$ cat src/rtl/ext_async_fifo_rd_ctrl.sv
// Read-side controller for an async FIFO: show-ahead pop into a 2-entry output
// buffer, with pause, flush-and-discard, and a saturating discarded-word count.
module ext_async_fifo_rd_ctrl #(
  parameter int FIFO_WIDTH = 1,
  parameter int CNT_WIDTH  = 16
) (
  input  logic                  rd_clk,
  input  logic                  rd_rst,
  input  logic                  af_empty,
  input  logic [FIFO_WIDTH-1:0] af_rd_data,
  output logic                  af_rd_en,
  output logic [FIFO_WIDTH-1:0] af_empty_vec,
  input  logic                  enable,
  input  logic                  flush_req,
  output logic                  out_valid,
  input  logic                  out_ready,
  output logic [FIFO_WIDTH-1:0] out_data,
  output logic                  flush_done,
  output logic [CNT_WIDTH-1:0]  drop_cnt
);

  typedef enum logic [1:0] {
    ST_RUN   = 2'd0,
    ST_PAUSE = 2'd1,
    ST_FLUSH = 2'd2,
    ST_DONE  = 2'd3
  } state_t;

  state_t                state_r, state_s;
  logic [1:0]            count_r, count_s;
  logic [FIFO_WIDTH-1:0] buf0_r, buf1_r, buf0_s, buf1_s;
  logic [CNT_WIDTH-1:0]  drop_cnt_r, drop_cnt_s;
  logic                  pop_s, push_s, accept_s;

  assign af_empty_vec = {FIFO_WIDTH{af_empty}};
  assign af_rd_en     = pop_s;
  assign out_valid    = (count_r != 2'd0);
  assign out_data     = buf0_r;
  assign flush_done   = (state_r == ST_DONE);
  assign drop_cnt     = drop_cnt_r;

  // Next-state and pop strobe; a pending flush blocks new pops so no word is lost in the handover.
  always_comb begin
    state_s = state_r;
    pop_s   = 1'b0;
    case (state_r)
      ST_RUN: begin
        pop_s = !rd_rst && !flush_req && !af_empty && (count_r != 2'd2);
        if (flush_req) begin
          state_s = ST_FLUSH;
        end else if (!enable) begin
          state_s = ST_PAUSE;
        end else begin
          state_s = ST_RUN;
        end
      end
      ST_PAUSE: begin
        if (flush_req) begin
          state_s = ST_FLUSH;
        end else if (enable) begin
          state_s = ST_RUN;
        end else begin
          state_s = ST_PAUSE;
        end
      end
      ST_FLUSH: begin
        pop_s = !rd_rst && !af_empty;
        if (af_empty && !flush_req) begin
          state_s = ST_DONE;
        end else begin
          state_s = ST_FLUSH;
        end
      end
      ST_DONE: begin
        if (enable) begin
          state_s = ST_RUN;
        end else begin
          state_s = ST_PAUSE;
        end
      end
      default: begin
        state_s = ST_PAUSE;
      end
    endcase
  end

  assign push_s   = pop_s && (state_r == ST_RUN);
  assign accept_s = out_valid && out_ready;

  // Output buffer update: push at the tail, retire from the head, both in one cycle.
  always_comb begin
    buf0_s  = buf0_r;
    buf1_s  = buf1_r;
    count_s = count_r;
    if (state_s == ST_FLUSH) begin
      count_s = 2'd0;
    end else begin
      case ({push_s, accept_s})
        2'b10: begin
          if (count_r == 2'd0) begin
            buf0_s = af_rd_data;
          end else begin
            buf1_s = af_rd_data;
          end
          count_s = count_r + 2'd1;
        end
        2'b01: begin
          buf0_s  = buf1_r;
          count_s = count_r - 2'd1;
        end
        2'b11: begin
          if (count_r == 2'd1) begin
            buf0_s = af_rd_data;
          end else begin
            buf0_s = buf1_r;
            buf1_s = af_rd_data;
          end
        end
        default: begin
          count_s = count_r;
        end
      endcase
    end
  end

  // Discard counter sticks at all-ones instead of wrapping.
  always_comb begin
    drop_cnt_s = drop_cnt_r;
    if ((state_r == ST_FLUSH) && pop_s && (drop_cnt_r != {CNT_WIDTH{1'b1}})) begin
      drop_cnt_s = drop_cnt_r + CNT_WIDTH'(1);
    end else begin
      drop_cnt_s = drop_cnt_r;
    end
  end

  // State, buffer and counter registers.
  always_ff @(posedge rd_clk) begin
    if (rd_rst) begin
      state_r    <= ST_PAUSE;
      count_r    <= 2'd0;
      buf0_r     <= {FIFO_WIDTH{1'b0}};
      buf1_r     <= {FIFO_WIDTH{1'b0}};
      drop_cnt_r <= {CNT_WIDTH{1'b0}};
    end else begin
      state_r    <= state_s;
      count_r    <= count_s;
      buf0_r     <= buf0_s;
      buf1_r     <= buf1_s;
      drop_cnt_r <= drop_cnt_s;
    end
  end

endmodule

$ cat config.mk
export PLATFORM = sky130hd
export DESIGN_NAME = ext_async_fifo_rd_ctrl
export DESIGN_NICKNAME = d
export VERILOG_FILES = /design/src/rtl/ext_async_fifo_rd_ctrl.sv
export SDC_FILE = /design/constraint.sdc
export NUM_CORES = 1
export LEC_CHECK = 0
export BUFFER_PORTS_ARGS = -buffer_cell sky130_fd_sc_hd__clkbuf_2
export CELL_PAD_IN_SITES_DETAIL_PLACEMENT = 1
export CELL_PAD_IN_SITES_GLOBAL_PLACEMENT = 1
export CORE_AREA = 8 8 69 71
export CTS_BUF_LIST = sky130_fd_sc_hd__clkbuf_2
export DETAILED_ROUTE_END_ITERATION = 10
export DIE_AREA = 0 0 77 79
export GPL_ROUTABILITY_DRIVEN = 0
export PLACE_DENSITY_LB_ADDON = 0.1
export SLEW_MARGIN = 20
export SYNTH_ARGS = -nofsm -noshare
export SYNTH_HDL_FRONTEND = slang
export SYNTH_SLANG_ARGS = --single-unit
$ cat constraint.sdc
create_clock -name rd_clk -period 2.1 [get_ports rd_clk]
set_input_delay 0.105 -clock rd_clk [delete_from_list [all_inputs] [get_ports rd_clk]]
set_output_delay 0.105 -clock rd_clk [all_outputs]
set_load 0.05 [all_outputs]
After elaboration in Yosys (flattened, before gate mapping)
Cells that the tools add are included.

Register bits after elaboration: 22. Input bits: 7. Output and inout port bits: 21. Logic and storage cells: 56.

Add/sub/neg operators: 3. Equality and inequality tests: 13. Mux-type cells: 12. Bitwise gates (word level): 1. Reductions and logical operators: 22.

Operators by type and width (number): 16-bit by 1-bit adder with 16-bit output (second input constant) (1); 16-bit inequality test (second input constant) (1); 2-bit == test (second input constant) (5); 1-bit logical AND (9); 2-bit inequality test (second input constant) (4); 2-bit by 1-bit == test with 1-bit output (second input constant) (3); 1-bit 2-to-1 mux (6); 2-bit case mux with 3 select lines (1); 2-bit nonzero test (3); 2-bit zero test (2); 1-bit case mux with 2 select lines (2); 2-bit case mux with 2 select lines (1); 4-bit AND reduction (1); 2-bit OR reduction (2); 1-bit zero test (3); 1-bit case mux with 3 select lines (1); 3-bit AND reduction (1); 3-bit nonzero test (1); 2-bit by 1-bit adder with 2-bit output (second input constant) (1); 2-bit 2-to-1 mux (1); 2-bit by 1-bit subtractor with 2-bit output (second input constant) (1); 1-bit inverter (1).

Logic depth before layout (Yosys ltp)
Gate-level depths: netlist (run 1).

Depth after elaboration: 9. Gate-level depth with buffers: 10. Gate-level depth less buffers: 10.

Least setup slack after synthesis (run 1)
Ideal clock, no wire load.

Kind: register to register. Start point: register state_r[0]. End point: register drop_cnt_r[7], in the netlist drop_cnt[7]. Library setup time: 0.070 ns. Data arrival time: 2.058 ns. Data required time: 2.030 ns. Slack: -0.029 ns. Cell stages (with the launch flop): 7. Path through: dfxtp_1 > or4b_1 > buf_2 > or3_4 > buf_6 > or4_1 > a21oi_1.

Word-level cells in the longest chain between the ends: 4. Elaborated cells on any way between the ends: 5.

RTL lines: from (decl) (RTL line 29) `state_t state_r, state_s;`; from (signal assigned) (RTL line 145) `state_r <= state_s;`; 2-bit == test / 2-bit zero test (equally long branches) (RTL line 46, 129); 1-bit case mux with 2 select lines (RTL line 46) `case (state_r)`; 1-bit logical AND (*) (2 in series) (RTL line 129) `if ((state_r == ST_FLUSH) && pop_s && (drop_cnt_r != {CNT_WIDTH{1'b1}})) begin`; to (signal assigned) (RTL line 143) `drop_cnt_r <= {CNT_WIDTH{1'b0}};`; to (signal assigned) (RTL line 149) `drop_cnt_r <= drop_cnt_s;`; to (decl) (RTL line 32) `logic [CNT_WIDTH-1:0] drop_cnt_r, drop_cnt_s;`.

Every way passes the cells marked *; elsewhere a longest branch is shown, timed or not. A chain may end at the register's enable or synchronous reset.

Worst setup path after layout (run 1)
Start point: register state_r[1]. End point: register drop_cnt_r[7], in the netlist drop_cnt[7].

Same word-level chain as after synthesis.

==> flow_summary.json, run 1 <==
{
  "async_flop_share_pct": 0,
  "diodes": 0,
  "layout_common_cells": "clkbuf_2 (30), dfxtp_1 (20), nor2_1 (15)",
  "drt_iter0_markers": 40,
  "firstDrtPassIters": 4,
  "max-cap-violations": 0,
  "clock_sinks": 22,
  "worst_slew_pin_slew_ns": 0.602,
  "layout_min_cycle_time_ns": 2.00,
  "fp.dieH_um": 79,
  "endpoint_kind": "register",
  "ys_ff_latch": 22,
  "tns_ns": 0,
  "start_util_pct": 34.2,
  "crit_family": "simple AND/OR/NAND/NOR gates",
  "synth_warnings": 0,
  "cts_root_buf": "clkbuf_2",
  "die-area_um2": 6080,
  "clkSlewWorstSetupHoldPaths_ns": 0.23,
  "clk_latency_ns": 0.34,
  "hold_viol": 0,
  "leakage_nw": 0.619,
  "cts_made_buffers": 3,
  "tritoncts": "done",
  "place_hpwl_um": 2870,
  "port_buffers": 27,
  "drc": 0,
  "fin_area_um2": 1590,
  "max_stage_delay_ns": 0.49,
  "startpoint_type": "register",
  "syn_area_um2": 1300,
  "clock_path_buffers": 2,
  "slew_viol_final": 0,
  "syn_nets": 175,
  "final_layout_size_suffix_gt1_share_pct": 26.5,
  "routed_wirelength_um": 3680,
  "die_w_um": 77,
  "grt_pass1_wl_um": 6250,
  "cp_max_fo": 9,
  "max_slew_margin_pct": 59.4,
  "ys_types": 39,
  "arrival_ns": 2.31,
  "grt_max_degree": 25,
  "place_area_um2": 1520,
  "cp_slowest_cell": "or4_1",
  "grt_overflow": 0,
  "power.density_nw_per_um2": 443,
  "power_w": 0.000704,
  "final_net_count": 213,
  "ant_nets": 0,
  "first_global_vias": 1357,
  "fmax_ghz": 0.500,
  "viasPerCell": 5.30,
  "synth-edff-count": 0,
  "avgSynthCellArea_um2": 8.16,
  "core.rowCount": 23,
  "antenna_found_initial": 0,
  "syn_to_final_growth_pct": 22.6,
  "holdCritPathClass": "in2reg",
  "fin_crit_sh_pct": 95.3,
  "finClkSkew_ns": 0.00669,
  "io_pins": 28,
  "layout_commonest_cell": "clkbuf_2",
  "critPathBufInv": 0,
  "wire_per_inst_um": 15.0,
  "finalSetupViolCount": 0,
  "grt_usage_pct": 12.2,
  "seq_area_frac_synth_pct": 33.9,
  "core_um2": 3800,
  "rsz0062_at_grt": "no",
  "synthCells": 159,
  "synth_top_flop_cell": "dfxtp_1",
  "crit_chain": "or4b_1, or3_4, or4_1, a21oi_1",
  "critPathKind": "reg2reg",
  "outcome": "finished clean",
  "cts_max_level": 1,
  "via_count": 1305,
  "peakVddDrop_mv": 0.285,
  "critPathRequiredTime_ns": 2.41
}
[cell families (layout without fill, tap and decap cells)]
kind of cell | count (synthesis) | in the layout | synth area share, %
and+or+nand+nor | 69 | 69 | 28.3
AOI/OAI and AO/OA | 37 | 37 | 18.7
adders and majority gates | 9 | 9 | 8.68
muxes | 5 | 5 | 4.15
xor gates and xnor gates | 1 | 1 | 0.675
buffers and inverters | 16 | 53 | 5.59
DFF | 22 | 22 | 33.9
[synthesized netlist by cell type, drive strengths merged (4+ instances only)]
cell type / number / area (um2)
o31ai: 4 / 30.0
nor4: 6 / 37.5
nand2: 12 / 45.0
nor2b: 5 / 31.3
a21oi: 11 / 55.1
ha: 9 / 113
nand3: 5 / 25.0
a211oi: 5 / 37.5
inv: 11 / 41.3
nor3: 9 / 45.0
dfxtp: 22 / 440
nor2: 15 / 56.3
buf: 4 / 27.5
o21ai: 5 / 25.0
[what timing repair did]
item | in CTS | in global routing
hold buffers | 2 | 0
setup endpoints to repair | 0 | 4
buffers inserted | 0 | 2
hold endpoints to repair | 2 | 0
gates resized for setup | 0 | 5
[sequential cells by signal (all words and copies together) (netlist names)]
register and count:
out_data 1, state_r 2, drop_cnt 16, buf1_r 1, count_r 2
[worst paths after layout]
check	start	end	slack, ns	depth (start not counted)
setup / recovery	state_r[1]	drop_cnt[7]	0.1	4
hold / removal	flush_req	state_r[1]	0.07	3
setup reg to reg	state_r[1]	drop_cnt[7]	0.1	4
hold reg to reg	count_r[1]	count_r[1]	0.53	2
[power by group]
group	internal (W)	switching (W)	leakage [nW]
combinational	0.0000305	0.0000572	0.426
sequential	0.000425	0.00000624	0.179
clock	0.0000414	0.000144	0.0140
total	0.000497	0.000207	0.619
[final cells by class]
class	instances	area, um2
fill	506	2210
multi-input combinational	121	800
sequential	22	445
timing repair buffer	38	223
tap	50	62.6
inverter	11	41.3
clock buffer	3	15.0
clock inverter	1	3.75
[worst min-delay path, delay by kind of cell]
family | cells | cell delay [ns]
buf+inv | 1 | 0.10
simple gates | 2 | 0.19
[routing by layer]
layer / vias up / track usage, % / wire length (um)
met5: - / 0 / 0
met3: 4 / 2.48 / 92
met1: 627 / 13.8 / 1700
li1: 660 / - / -
met2: 14 / 22.5 / 1850
met4: 0 / 3.40 / 37
[metrics by stage]
stage	worst slack, ns	utilization (%)	hold slack [ns]	cells
final	0.0991	41.9	0.0670	246
after global routing	0.00178	41.9	0.0658	246
after CTS	0.0755	41.0	0.0480	244
after detailed placement	0.130	40.0	0.314	238
after global placement	0.161	40.0	0.302	238
after floorplan	0.0109	-	0.216	159
No activity file was read; power rests on OpenSTA's default activity.
==> inputs of run 2 (changes only) <==
--- a/config.mk
+++ b/config.mk
@@ -13,6 +13,7 @@
 export DETAILED_ROUTE_END_ITERATION = 10
 export DIE_AREA = 0 0 77 79
 export GPL_ROUTABILITY_DRIVEN = 0
+export MAX_ROUTING_LAYER = met4
 export PLACE_DENSITY_LB_ADDON = 0.1
 export SLEW_MARGIN = 20
 export SYNTH_ARGS = -nofsm -noshare
==> run 2 against run 1 <==
Net effect:
- global-route usage rose by 0.36 points
- worst setup slack barely moved
- die area did not move
- sequential share of layout area did not move
- maximum frequency barely moved
- non-clock buffer count did not move
- first-iteration DRC count rose by 2.5%
- clock skew barely moved
- cell area did not move
- worst hold slack barely moved
- total power barely moved
- clock power barely moved
==> flow_summary.json, run 2 (synthesis gave the netlist of run 1 again) <==
{
  "outcome": "finished clean",
  "p_clk_share_pct": 26.3,
  "tritoncts": "done",
  "clkSlewWorstSetupHoldPaths_ns": 0.23,
  "finalSetupViolCount": 0,
  "cts_root_buf": "clkbuf_2",
  "power.density_nw_per_um2": 443,
  "start_util_pct": 34.2,
  "largest_reg_flops": 16,
  "antenna_found_initial": 0,
  "fp.dieH_um": 79,
  "grt_usage_pct": 12.5,
  "grt_pass1_wl_um": 6250,
  "critPathRequiredTime_ns": 2.41,
  "crit_chain": "or4b_1, or3_4, or4_1, a21oi_1",
  "first_global_vias": 1356,
  "critPathKind": "reg2reg",
  "layout_common_cells": "clkbuf_2 (30), dfxtp_1 (20), nor2_1 (15)",
  "clock_path_buffers": 2,
  "leakage_nw": 0.619,
  "startpoint_type": "register",
  "final_net_count": 213,
  "switching_share_pct": 29.4,
  "layout_min_cycle_time_ns": 2.00,
  "max_stage_delay_ns": 0.49,
  "cp_max_fo": 9,
  "worst_slew_pin_slew_ns": 0.602,
  "clk_latency_ns": 0.34,
  "via_count": 1305,
  "wire_per_inst_um": 14.9,
  "cell_internal_pwr_w": 0.000497,
  "hold_viol": 0,
  "ant_nets": 0,
  "fmax_ghz": 0.500,
  "io_pins": 28,
  "peakVddDrop_mv": 0.284,
  "core_um2": 3800,
  "die-area_um2": 6080,
  "drt_iter0_markers": 41,
  "endpoint_kind": "register",
  "holdCritPathClass": "in2reg",
  "tns_ns": 0,
  "firstDrtPassIters": 4,
  "port_buffers": 27,
  "cp_slowest_cell": "or4_1",
  "max-cap-violations": 0,
  "clock_sinks": 22,
  "fin_crit_sh_pct": 95.3,
  "syn_to_final_growth_pct": 22.6,
  "place_hpwl_um": 2870,
  "drc": 0,
  "place_area_um2": 1520,
  "slew_viol_final": 0,
  "switchingPower_w": 0.000207,
  "grt_max_degree": 25,
  "max_slew_margin_pct": 59.4,
  "layout_commonest_cell": "clkbuf_2",
  "rsz0062_at_grt": "no",
  "viasPerCell": 5.30,
  "cts_made_buffers": 3,
  "cts_max_level": 1,
  "comb_power_share_pct": 12.4,
  "routed_wirelength_um": 3670,
  "core.rowCount": 23,
  "power_frac_seq_pct": 61.2,
  "arrival_ns": 2.31,
  "die_w_um": 77,
  "fin_area_um2": 1590,
  "final_layout_size_suffix_gt1_share_pct": 26.5,
  "diodes": 0,
  "finClkSkew_ns": 0.00694,
  "grt_overflow": 0
}
==> run 2: worst paths after layout <==
check                                start           to  slack, ns  depth (start not counted)
worst max-delay path            state_r[1]  drop_cnt[7]        0.1                          4
worst min-delay path             flush_req   state_r[1]       0.07                          3
worst max register to register  state_r[1]  drop_cnt[7]        0.1                          4
worst min register to register  count_r[1]   count_r[1]       0.53                          2
==> run 2: worst max-delay path: cells and delay by family, from the launching register on <==
kind	cells	cell delay [ns]
compound gates	1	0.14
flops	1	0.43
simple gates	3	1.40
==> run 2: per-stage QoR <==
stage / hold slack [ns] / setup WS (ns) / cells / total power (W) / utilization (%)
6_report: 0.0674 / 0.0994 / 246 / 0.000704 / 41.9
5_1_grt: 0.0657 / 0.00178 / 246 / 0.000734 / 41.9
4_1_cts: 0.0480 / 0.0755 / 244 / 0.000711 / 41.0
3_5_place_dp: 0.314 / 0.130 / 238 / 0.000522 / 40.0
3_3_place_gp: 0.302 / 0.161 / 238 / 0.000518 / 40.0
2_1_floorplan: 0.216 / 0.0109 / 159 / 0.000496 / -
==> run 2: area by class of cell <==
type                       count  area [um2]
clock buffer                   3        15.0
clock inverter                 1        3.75
fill                         506        2210
inverter                      11        41.3
multi-input combinational    121         800
sequential                    22         445
tap                           50        62.6
timing repair buffer          38         223
==> run 2: power groups by stage <==
stage	registers (W)	logic [W]	clock network, W
finish	0.000431	0.0000876	0.000185
global route	0.000433	0.0000960	0.000205
CTS	0.000431	0.0000860	0.000194
detailed placement	0.000439	0.0000827	0
global placement	0.000438	0.0000802	0
floorplan	0.000443	0.0000530	0
==> run 2: per-layer routing <==
metal | global-route usage [%] | up-vias | wire (um)
met5 | - | - | 0
met4 | 3.40 | 0 | 37
met3 | 2.48 | 4 | 85
met2 | 22.5 | 14 | 1850
met1 | 13.8 | 627 | 1700
li1 | - | 660 | -
==> run 2: timing repair <==
item,in CTS,in global routing
endpoints found under the setup margin,0,4
resized for setup,0,5
setup buffers,0,2
hold buffers,2,0
hold endpoints to repair,2,0
